**config.mk**
```make
export PLATFORM = sky130hd
export DESIGN_NAME = restoring_divider_flat
export DESIGN_NICKNAME = d
export VERILOG_FILES = /design/src/rtl/div_pkg.sv /design/src/rtl/restoring_divider_if.sv /design/src/rtl/div_step.sv /design/src/rtl/restoring_divider.sv /design/src/flat_wrapper.sv
export SDC_FILE = /design/constraint.sdc
export NUM_CORES = 1
export LEC_CHECK = 0
export BUFFER_PORTS_ARGS = -buffer_cell sky130_fd_sc_hd__buf_4
export CAP_MARGIN = 30
export CORE_ASPECT_RATIO = 0.8
export CORE_UTILIZATION = 30
export CTS_CLUSTER_DIAMETER = 60
export DETAILED_ROUTE_END_ITERATION = 8
export PLACE_DENSITY = 0.61
export SYNTH_ARGS = -nofsm -noshare
export SYNTH_HDL_FRONTEND = slang
export SYNTH_SLANG_ARGS = --single-unit
```
**constraint.sdc**
```tcl
create_clock -name clk -period 5.7 [get_ports clk]
set_input_delay 0.57 -clock clk [delete_from_list [all_inputs] [get_ports clk]]
set_output_delay 0.57 -clock clk [all_outputs]
set_load 0.1 [all_outputs]
```
**src/rtl/div_pkg.sv**
```systemverilog
// Shared types and constants for the sequential restoring divider.
// Count-width helper sizes the iteration counter.
package div_pkg;

   typedef enum logic [1:0] {
      IDLE,
      CALC,
      DONE
   } state_e;

   localparam int DEF_WIDTH = 8;

   function automatic int cnt_w(input int w);
      return $clog2(w + 1);
   endfunction

endpackage

```
**src/rtl/restoring_divider_if.sv**
```systemverilog
// Operand and result handshake bundle for restoring_divider.
// The ovf signal exists only when DIV_OVF_EARLY_EN is defined.
interface restoring_divider_if
   import div_pkg::*;
#(
   parameter int WIDTH = DEF_WIDTH
);

   logic               in_valid;
   logic               in_ready;
   logic [2*WIDTH-1:0] dividend;
   logic [WIDTH-1:0]   divisor;
   logic               out_valid;
   logic               out_ready;
   logic [WIDTH-1:0]   quotient;
   logic [WIDTH-1:0]   remainder;
`ifdef DIV_OVF_EARLY_EN
   logic               ovf;
`endif

   modport master (
      output in_valid,
      output dividend,
      output divisor,
      output out_ready,
      input  in_ready,
      input  out_valid,
      input  quotient,
`ifdef DIV_OVF_EARLY_EN
      input  ovf,
`endif
      input  remainder
   );

   modport slave (
      input  in_valid,
      input  dividend,
      input  divisor,
      input  out_ready,
      output in_ready,
      output out_valid,
      output quotient,
`ifdef DIV_OVF_EARLY_EN
      output ovf,
`endif
      output remainder
   );

endinterface

```
**src/rtl/div_step.sv**
```systemverilog
// One combinational restoring-division iteration: shift {rem,q},
// trial-subtract the divisor and restore on borrow.
module div_step #(
   parameter int WIDTH = 8
) (
   input  logic [WIDTH:0]   rem_i,
   input  logic [WIDTH-1:0] q_i,
   input  logic [WIDTH-1:0] divisor_i,
   output logic [WIDTH:0]   rem_o,
   output logic [WIDTH-1:0] q_o
);

   logic [WIDTH+1:0] sh;
   logic [WIDTH+1:0] trial;
   logic             neg;

   // One extra guard bit keeps the borrow visible for any rem value
   assign sh    = {rem_i, q_i[WIDTH-1]};
   assign trial = sh - {2'b00, divisor_i};
   assign neg   = trial[WIDTH+1];
   assign rem_o = neg ? sh[WIDTH:0] : trial[WIDTH:0];
   assign q_o   = {q_i[WIDTH-2:0], ~neg};

endmodule

```
**src/rtl/restoring_divider.sv**
```systemverilog
// Sequential 2W/W restoring divider, one quotient bit per clock.
// DIV_OVF_EARLY_EN adds early overflow detection and the ovf output.
module restoring_divider
   import div_pkg::*;
#(
   parameter int WIDTH = DEF_WIDTH
) (
   input  logic         clk,
   input  logic         rst_n,
   restoring_divider_if.slave bus
);

   localparam int CW = cnt_w(WIDTH);

   state_e           state_q, state_d;
   logic [WIDTH:0]   rem_q, rem_d;
   logic [WIDTH-1:0] q_q, q_d;
   logic [WIDTH-1:0] dvs_q, dvs_d;
   logic [CW-1:0]    cnt_q, cnt_d;
   logic [WIDTH:0]   step_rem;
   logic [WIDTH-1:0] step_q;
   logic [WIDTH-1:0] hi;
   logic             skip;
   logic             ovf_q, ovf_d;

   assign hi = bus.dividend[2*WIDTH-1:WIDTH];

   div_step #(.WIDTH(WIDTH)) u_step (
      .rem_i     (rem_q),
      .q_i       (q_q),
      .divisor_i (dvs_q),
      .rem_o     (step_rem),
      .q_o       (step_q)
   );

`ifdef DIV_OVF_EARLY_EN
   assign skip    = ovf_q;
   assign bus.ovf = ovf_q;
`else
   assign skip    = 1'b0;
`endif

   always_comb begin
      state_d = state_q;
      rem_d   = rem_q;
      q_d     = q_q;
      dvs_d   = dvs_q;
      cnt_d   = cnt_q;
      ovf_d   = ovf_q;
      unique case (state_q)
         IDLE: begin
            if (bus.in_valid) begin
               rem_d   = {1'b0, hi};
               q_d     = bus.dividend[WIDTH-1:0];
               dvs_d   = bus.divisor;
               cnt_d   = CW'(WIDTH);
               ovf_d   = 1'b0;
`ifdef DIV_OVF_EARLY_EN
               ovf_d   = (hi >= bus.divisor);
`endif
               state_d = CALC;
            end
         end
         CALC: begin
            if (skip) begin
               // Saturated result, no iterations
               q_d     = '1;
               rem_d   = '0;
               cnt_d   = '0;
               state_d = DONE;
            end else begin
               rem_d = step_rem;
               q_d   = step_q;
               cnt_d = cnt_q - 1'b1;
               if (cnt_q == CW'(1)) state_d = DONE;
            end
         end
         DONE: begin
            if (bus.out_ready) state_d = IDLE;
         end
         default: state_d = IDLE;
      endcase
   end

   always_ff @(posedge clk or negedge rst_n) begin
      if (!rst_n) begin
         state_q <= IDLE;
         rem_q   <= '0;
         q_q     <= '0;
         dvs_q   <= '0;
         cnt_q   <= '0;
         ovf_q   <= 1'b0;
      end else begin
         state_q <= state_d;
         rem_q   <= rem_d;
         q_q     <= q_d;
         dvs_q   <= dvs_d;
         cnt_q   <= cnt_d;
         ovf_q   <= ovf_d;
      end
   end

   assign bus.in_ready  = (state_q == IDLE);
   assign bus.out_valid = (state_q == DONE);
   assign bus.quotient  = q_q;
   assign bus.remainder = rem_q[WIDTH-1:0];

endmodule

```
**src/flat_wrapper.sv**
```systemverilog
// flat-port wrapper written by rule: the top's interface ports become plain ports
module restoring_divider_flat import div_pkg::*;
#(
   parameter int WIDTH = DEF_WIDTH
)
  (clk, rst_n, bus_in_valid, bus_dividend, bus_divisor, bus_out_ready, bus_in_ready, bus_out_valid, bus_quotient, bus_remainder);
  restoring_divider_if #(.WIDTH(WIDTH)) bus_i ();
  input  logic clk;
  input  logic rst_n;
  input wire logic [$bits(bus_i.in_valid)-1:0] bus_in_valid;
  input wire logic [$bits(bus_i.dividend)-1:0] bus_dividend;
  input wire logic [$bits(bus_i.divisor)-1:0] bus_divisor;
  input wire logic [$bits(bus_i.out_ready)-1:0] bus_out_ready;
  output wire logic [$bits(bus_i.in_ready)-1:0] bus_in_ready;
  output wire logic [$bits(bus_i.out_valid)-1:0] bus_out_valid;
  output wire logic [$bits(bus_i.quotient)-1:0] bus_quotient;
  output wire logic [$bits(bus_i.remainder)-1:0] bus_remainder;
  assign bus_i.in_valid = bus_in_valid;
  assign bus_i.dividend = bus_dividend;
  assign bus_i.divisor = bus_divisor;
  assign bus_i.out_ready = bus_out_ready;
  assign bus_in_ready = bus_i.in_ready;
  assign bus_out_valid = bus_i.out_valid;
  assign bus_quotient = bus_i.quotient;
  assign bus_remainder = bus_i.remainder;
  restoring_divider #(.WIDTH(WIDTH)) u_core (.clk(clk), .rst_n(rst_n), .bus(bus_i));
endmodule
```
==> flow_summary.toml, run 1 <==
[worst_setup_path]
cp.required_ns = 5.86
r2r_cells = 7
crit_type = "reg -> reg"
critPathCaptureType = "flip-flop"
r2r_end = "u_core.rem_q[2]"
regToRegSetupSlack_ns = 3.07
slowest_delay_ns = 0.81
path_cells = "ha_1 -> o21a_1 -> o21ai_2 -> mux2i_1 -> nor4_4 -> mux2i_1 -> a21oi_1"
start_kind = "flip-flop"
cp.arrival_ns = 2.79
path_max_fanout = 11
reg2reg_from = "u_core.rem_q[4]"
critPathSlowestCell = "nor4_4"
cpMostUsedCell = "mux2i_1"

[cts]
htreeDepth = 2
clock_path_buffers = 2
cts_resized = 0
holdBufCountCts = 0
clock_latency_ns = 0.29
cts_sinks = 31
clk_pin_slew_ns = 0.08
cts_tree = "yes"
post_cts_buffers = 0
numCtsBuffers = 5
clock-root-buffer = "clkbuf_8"

[yosys]
syn_area_mm2 = 0.00193
synth_area_leaders = "dfrtp_1, nand2_1, ha_1, o21ai_0, buf_4"
synth.most_common_cell = "nand2_1"
syn-instance-count = 211
yosysWarnings = 0
synth-main-ff-cell = "dfrtp_1"
synth_top_area_share_pct = 40.1
synth_area_leader_cell = "dfrtp_1"
synth_common_cells = "nand2_1, dfrtp_1, o21ai_0"
async_reset_ff_share_pct = 100
syn_nets = 250
ys_ff_latch = 31
seq_area_frac_synth_pct = 40.1
synth.avg_cell_area_um2 = 9.17
synth_edf_count = 0
ys_types = 43

[timing]
min_period_ns = 2.63
finalSetupViolCount = 0
max_freq_mhz = 380
fin_worst_skew_ns = 0.00715
final_max_slew_viol_count = 0
tightest_slew_ns = 0.901
min_period_over_period_pct = 46.1
rsz0062_at_grt = "false"
setup_tns_ns = 0
hold_violations = 0
relSlewSlack_pct = 39.5

[drt]
num_vias = 1619
drtPass1Iterations = 6
routed_wirelength_um = 4640
vias_per_cell = 4.91
drc_errors = 0
wl_per_cell_um = 14.1
drt-met1-wl_um = 2370
top_layer_used = "met4"
postRouteAntennaNets = 0
wl_met3_um = 272
drt-initial-drc-count = 52
wl_met2_um = 1960

[placed_design]
portBuffers = 45
routabilityCongestion = 0.773
hpwl_um = 3290

[layout]
fillers = 646
area_growth_pct = 23.5
multi_input_area_um2 = 995
num-nets-final = 287
insertedDiodeCount = 0
drive_gt1_share_pct = 26.5
seqCellArea_um2 = 776

[floorplan]
ios = 46
coreArea_mm2 = 0.00607
die_x_um = 91.8
rows = 25
dieHeight_um = 73.8
die_area_mm2 = 0.00677
start_util_pct = 31.9

[run]
maxCapViolations = 0

[global_routing]
grt_pass1_vias = 1602
grt_max_degree = 32
grt-ovfl-total = 0
grt_use_total_pct = 15.0
grt_pass1_wl_um = 7810
antenna_found_initial = 0

[outcome]
status = "completed"

[hold_path]
hold_class = "in -> async"
==> layout make-up <==
cell class	instances	area share (%)
clock buffer	5	2.88
clock inverter	3	1.83
inverter	14	2.20
multi-input combinational	149	41.6
timing repair buffer	47	14.8
sequential	31	32.5
tap	81	4.24
==> cells by family (layout without fill, tap and decap cells) <==
group,Yosys count,count (layout),share of synthesized area (%)
flip-flops,31,31,40.1
XOR/XNOR,3,3,1.36
AND/OR/NAND/NOR,71,71,18.9
multiplexers,7,7,3.62
AO/OA/AOI/OAI,57,57,20.1
buffers and inverters,31,69,8.47
adder cells (fa/ha/maj),11,11,7.50
==> registers in the layout, indices dropped and copies added, names as in the netlist <==
signal / cells
u_core.bus.quotient: 8
u_core.cnt_q: 4
u_core.dvs_q: 8
u_core.rem_q: 9
u_core.state_q: 2
==> metrics by stage <==
stage | setup slack [ns] | area (um^2) | hold WS, ns | util, % | instances
4_1_cts | 3.06 | 2390 | 0.223 | 39.4 | 330
3_3_place_gp | 3.10 | 2280 | 0.474 | 37.5 | 322
5_1_grt | 2.86 | 2390 | 0.234 | 39.4 | 330
2_1_floorplan | 2.86 | 1930 | 0.274 | - | 211
3_5_place_dp | 3.08 | 2280 | 0.476 | 37.5 | 322
6_report | 3.07 | 2390 | 0.213 | 39.4 | 330
==> cells in the final DEF, fill, tap and decap left out, drive strengths merged, types with 6 or more instances in the layout <==
master and instances:
inv 14, dfrtp 31, o21ai 23, mux2i 7, nor3 7, ha 10, buf 47, a22oi 8
a21oi 8, or3 6, nand2 34
==> how the worst max path moves through the flow <==
stage | end | cells after the start | slack [ns] | start
6_report | u_core.rem_q[2] | 7 | 3.07 | u_core.rem_q[4]
3_3_place_gp | u_core.rem_q[6] | 7 | 3.10 | u_core.rem_q[4]
4_1_cts | u_core.rem_q[5] | 7 | 3.06 | u_core.rem_q[4]
2_1_floorplan | u_core.bus.quotient[2] | 6 | 2.86 | u_core.state_q[1]
5_1_grt | u_core.rem_q[3] | 7 | 2.86 | u_core.rem_q[4]
3_5_place_dp | u_core.rem_q[6] | 7 | 3.08 | u_core.rem_q[4]
==> critical path: cells and delay by family, from the launching register on <==
kind	cells	cell delay, ns
AO/OA/AOI/OAI	3	0.48
multiplexers	2	0.42
adder cells (fa/ha/maj)	1	0.36
flip-flops	1	0.42
AND/OR/NAND/NOR	1	0.81
==> per-layer routing <==
layer | vias to the layer above | global-route usage (%)
met4 | 0 | 4.17
met3 | 5 | 5.07
met1 | 761 | 21.0
li1 | 814 | -
met2 | 39 | 22.1
met5 | - | 0
Power of run 1 is not shown: default switching activity piles up to over one toggle a cycle in this logic, so the estimate is an artifact.
==> run 2, diff against run 1 <==
Settings changed: ABC_AREA set to 1, PLACE_DENSITY 0.61 to 0.62.
Clock period 5.7 ns to 2.4 ns, I/O delays scaled along.
==> flow_summary.toml, run 2 <==
[outcome]
status = "completed"

[drt]
vias_per_cell = 4.52
postRouteAntennaNets = 0
wl_per_cell_um = 12.4
routed_wirelength_um = 4960
drc_errors = 0
num_vias = 1811
drtPass1Iterations = 4
drt-initial-drc-count = 96

[global_routing]
grt_pass1_wl_um = 8700
grt-ovfl-total = 0
grt_pass1_vias = 1772
grt_use_total_pct = 15.4
grt_max_degree = 32
antenna_found_initial = 0

[worst_setup_path]
regToRegSetupSlack_ns = 0.25
cp.arrival_ns = 2.38
path_cells = "ha_1 -> nand2_1 -> inv_1 -> nand2_1 -> nand2_1 -> nand2_2 -> nand4_2 -> nand2_1 -> nand2_1 -> nand3_1 -> nand2_1 -> inv_1"
r2r_end = "u_core.rem_q[5]"
crit_buf_inv = 2
crit_type = "reg -> reg"
critPathSlowestCell = "dfrtp_1"
startpoint = "u_core.rem_q[3]"
cp.required_ns = 2.63
r2r_cells = 12
critPathCaptureType = "flip-flop"
path_delay_family = "simple AND/OR/NAND/NOR gates"
path_max_fanout = 11
slowest_delay_ns = 0.43
start_kind = "flip-flop"
cpMostUsedCell = "nand2_1"
reg2reg_from = "u_core.rem_q[3]"

[timing]
min_period_ns = 2.15
setup_tns_ns = 0
tightest_slew_ns = 0.402
finalSetupViolCount = 0
whs_ns = 0.122
rsz0062_at_grt = "false"
fin_worst_skew_ns = 0.00950
max_freq_mhz = 466
relSlewSlack_pct = 73.2
hold_violations = 0
min_period_over_period_pct = 89.4
final_max_slew_viol_count = 0

[placed_design]
routabilityCongestion = 0.908
placedCellCount = 392
postPlaceCellArea_mm2 = 0.00243
portBuffers = 45
hpwl_um = 3740

[floorplan]
rows = 26
die_area_mm2 = 0.00720
ios = 46
dieHeight_um = 76.1
start_util_pct = 31.7
coreArea_mm2 = 0.00651
die_x_um = 94.6

[yosys]
syn_nets = 314
yosysWarnings = 0
synth_area_leader_cell = "dfrtp_1"
synth_top_area_share_pct = 37.7
synth.avg_cell_area_um2 = 7.49
synth.most_common_cell = "nand2_1"
async_reset_ff_share_pct = 100
synth_edf_count = 0
syn-instance-count = 275
synth-main-ff-cell = "dfrtp_1"
seq_area_frac_synth_pct = 37.7
syn_area_mm2 = 0.00206
ys_ff_latch = 31
synth_common_cells = "nand2_1, inv_1, dfrtp_1"
ys_types = 30
synth_area_leaders = "dfrtp_1, nand2_1, inv_1, ha_1, nand3_1"

[cts]
numCtsBuffers = 5
htreeDepth = 2
clock-root-buffer = "clkbuf_8"
cts_tree = "yes"
clk_pin_slew_ns = 0.07
clock_latency_ns = 0.29
cts_resized = 0
cts_sinks = 31
clock_path_buffers = 2

[layout]
drive_gt1_share_pct = 24.3
final_cell_area_mm2 = 0.00255
stdcell_count = 401
largest_reg_flops = 9
final_cell_mix = "nand2_1, buf_4, inv_1, dfrtp_1, nand3_1"
insertedDiodeCount = 0
area_growth_pct = 24.0
regMostFlops = "u_core.rem_q"
num-nets-final = 355
final_common_cell = "nand2_1"

[hold_path]
hold_class = "in -> reg"
holdPathStages = 2
hold_end = "u_core.state_q[1]"
holdCritStartpoint = "bus_out_ready"

[run]
maxCapViolations = 0
## run 2: repair_timing
action | in CTS | in global routing
endpoints found under the hold margin | 31 | 0
buffers inserted | 0 | 0
hold buffers | 1 | 0
## run 2: worst max path at each step
stage | endpoint | slack (ns) | cells past startpoint
after floorplan | u_core.rem_q[8] | 0.24 | 12
after global placement | u_core.rem_q[3] | 0.31 | 12
after detailed placement | u_core.rem_q[5] | 0.30 | 12
after CTS | u_core.rem_q[8] | 0.28 | 12
after global routing | u_core.rem_q[0] | 0.03 | 12
final | u_core.rem_q[5] | 0.25 | 12
## run 2: logic make-up after synthesis
logic type / after synthesis / share of synthesized area (%)
AO/OA/AOI/OAI: 35 / 10.5
XOR/XNOR: 3 / 1.28
adder cells (fa/ha/maj): 11 / 7.05
buffers and inverters: 61 / 13.5
flip-flops: 31 / 37.7
AND/OR/NAND/NOR: 134 / 30.0
## run 2: through the flow
stage	setup slack (ns)	utilization, %
after floorplan	0.244	-
after global placement	0.306	37.3
after detailed placement	0.301	37.3
after CTS	0.278	39.3
after global routing	0.0271	39.3
final	0.254	39.3
## run 2: metal layers
metal / GRT usage, % / vias to the layer above / wire length [um]
met2: 22.1 / 40 / 2030
met3: 3.39 / 5 / 248
met1: 23.0 / 816 / 2630
met5: 0 / - / 0
li1: - / 950 / -
met4: 4.09 / 0 / 51
## run 2: worst register-to-register path: cells and delay by family (launching register included)
| family | cells | cell delay (ns) |
|---|---|---|
| AND/OR/NAND/NOR | 9 | 1.19 |
| flip-flops | 1 | 0.43 |
| adder cells (fa/ha/maj) | 1 | 0.39 |
| buffers and inverters | 2 | 0.09 |
## run 2: final cells by class
cell class	count	area, um^2
inverter	45	169
clock buffer	6	82.6
tap	84	105
fill	685	3950
sequential	31	777
timing repair buffer	50	378
multi-input combinational	183	1010
clock inverter	2	35.0
Power of run 2 is left out for the same reason.
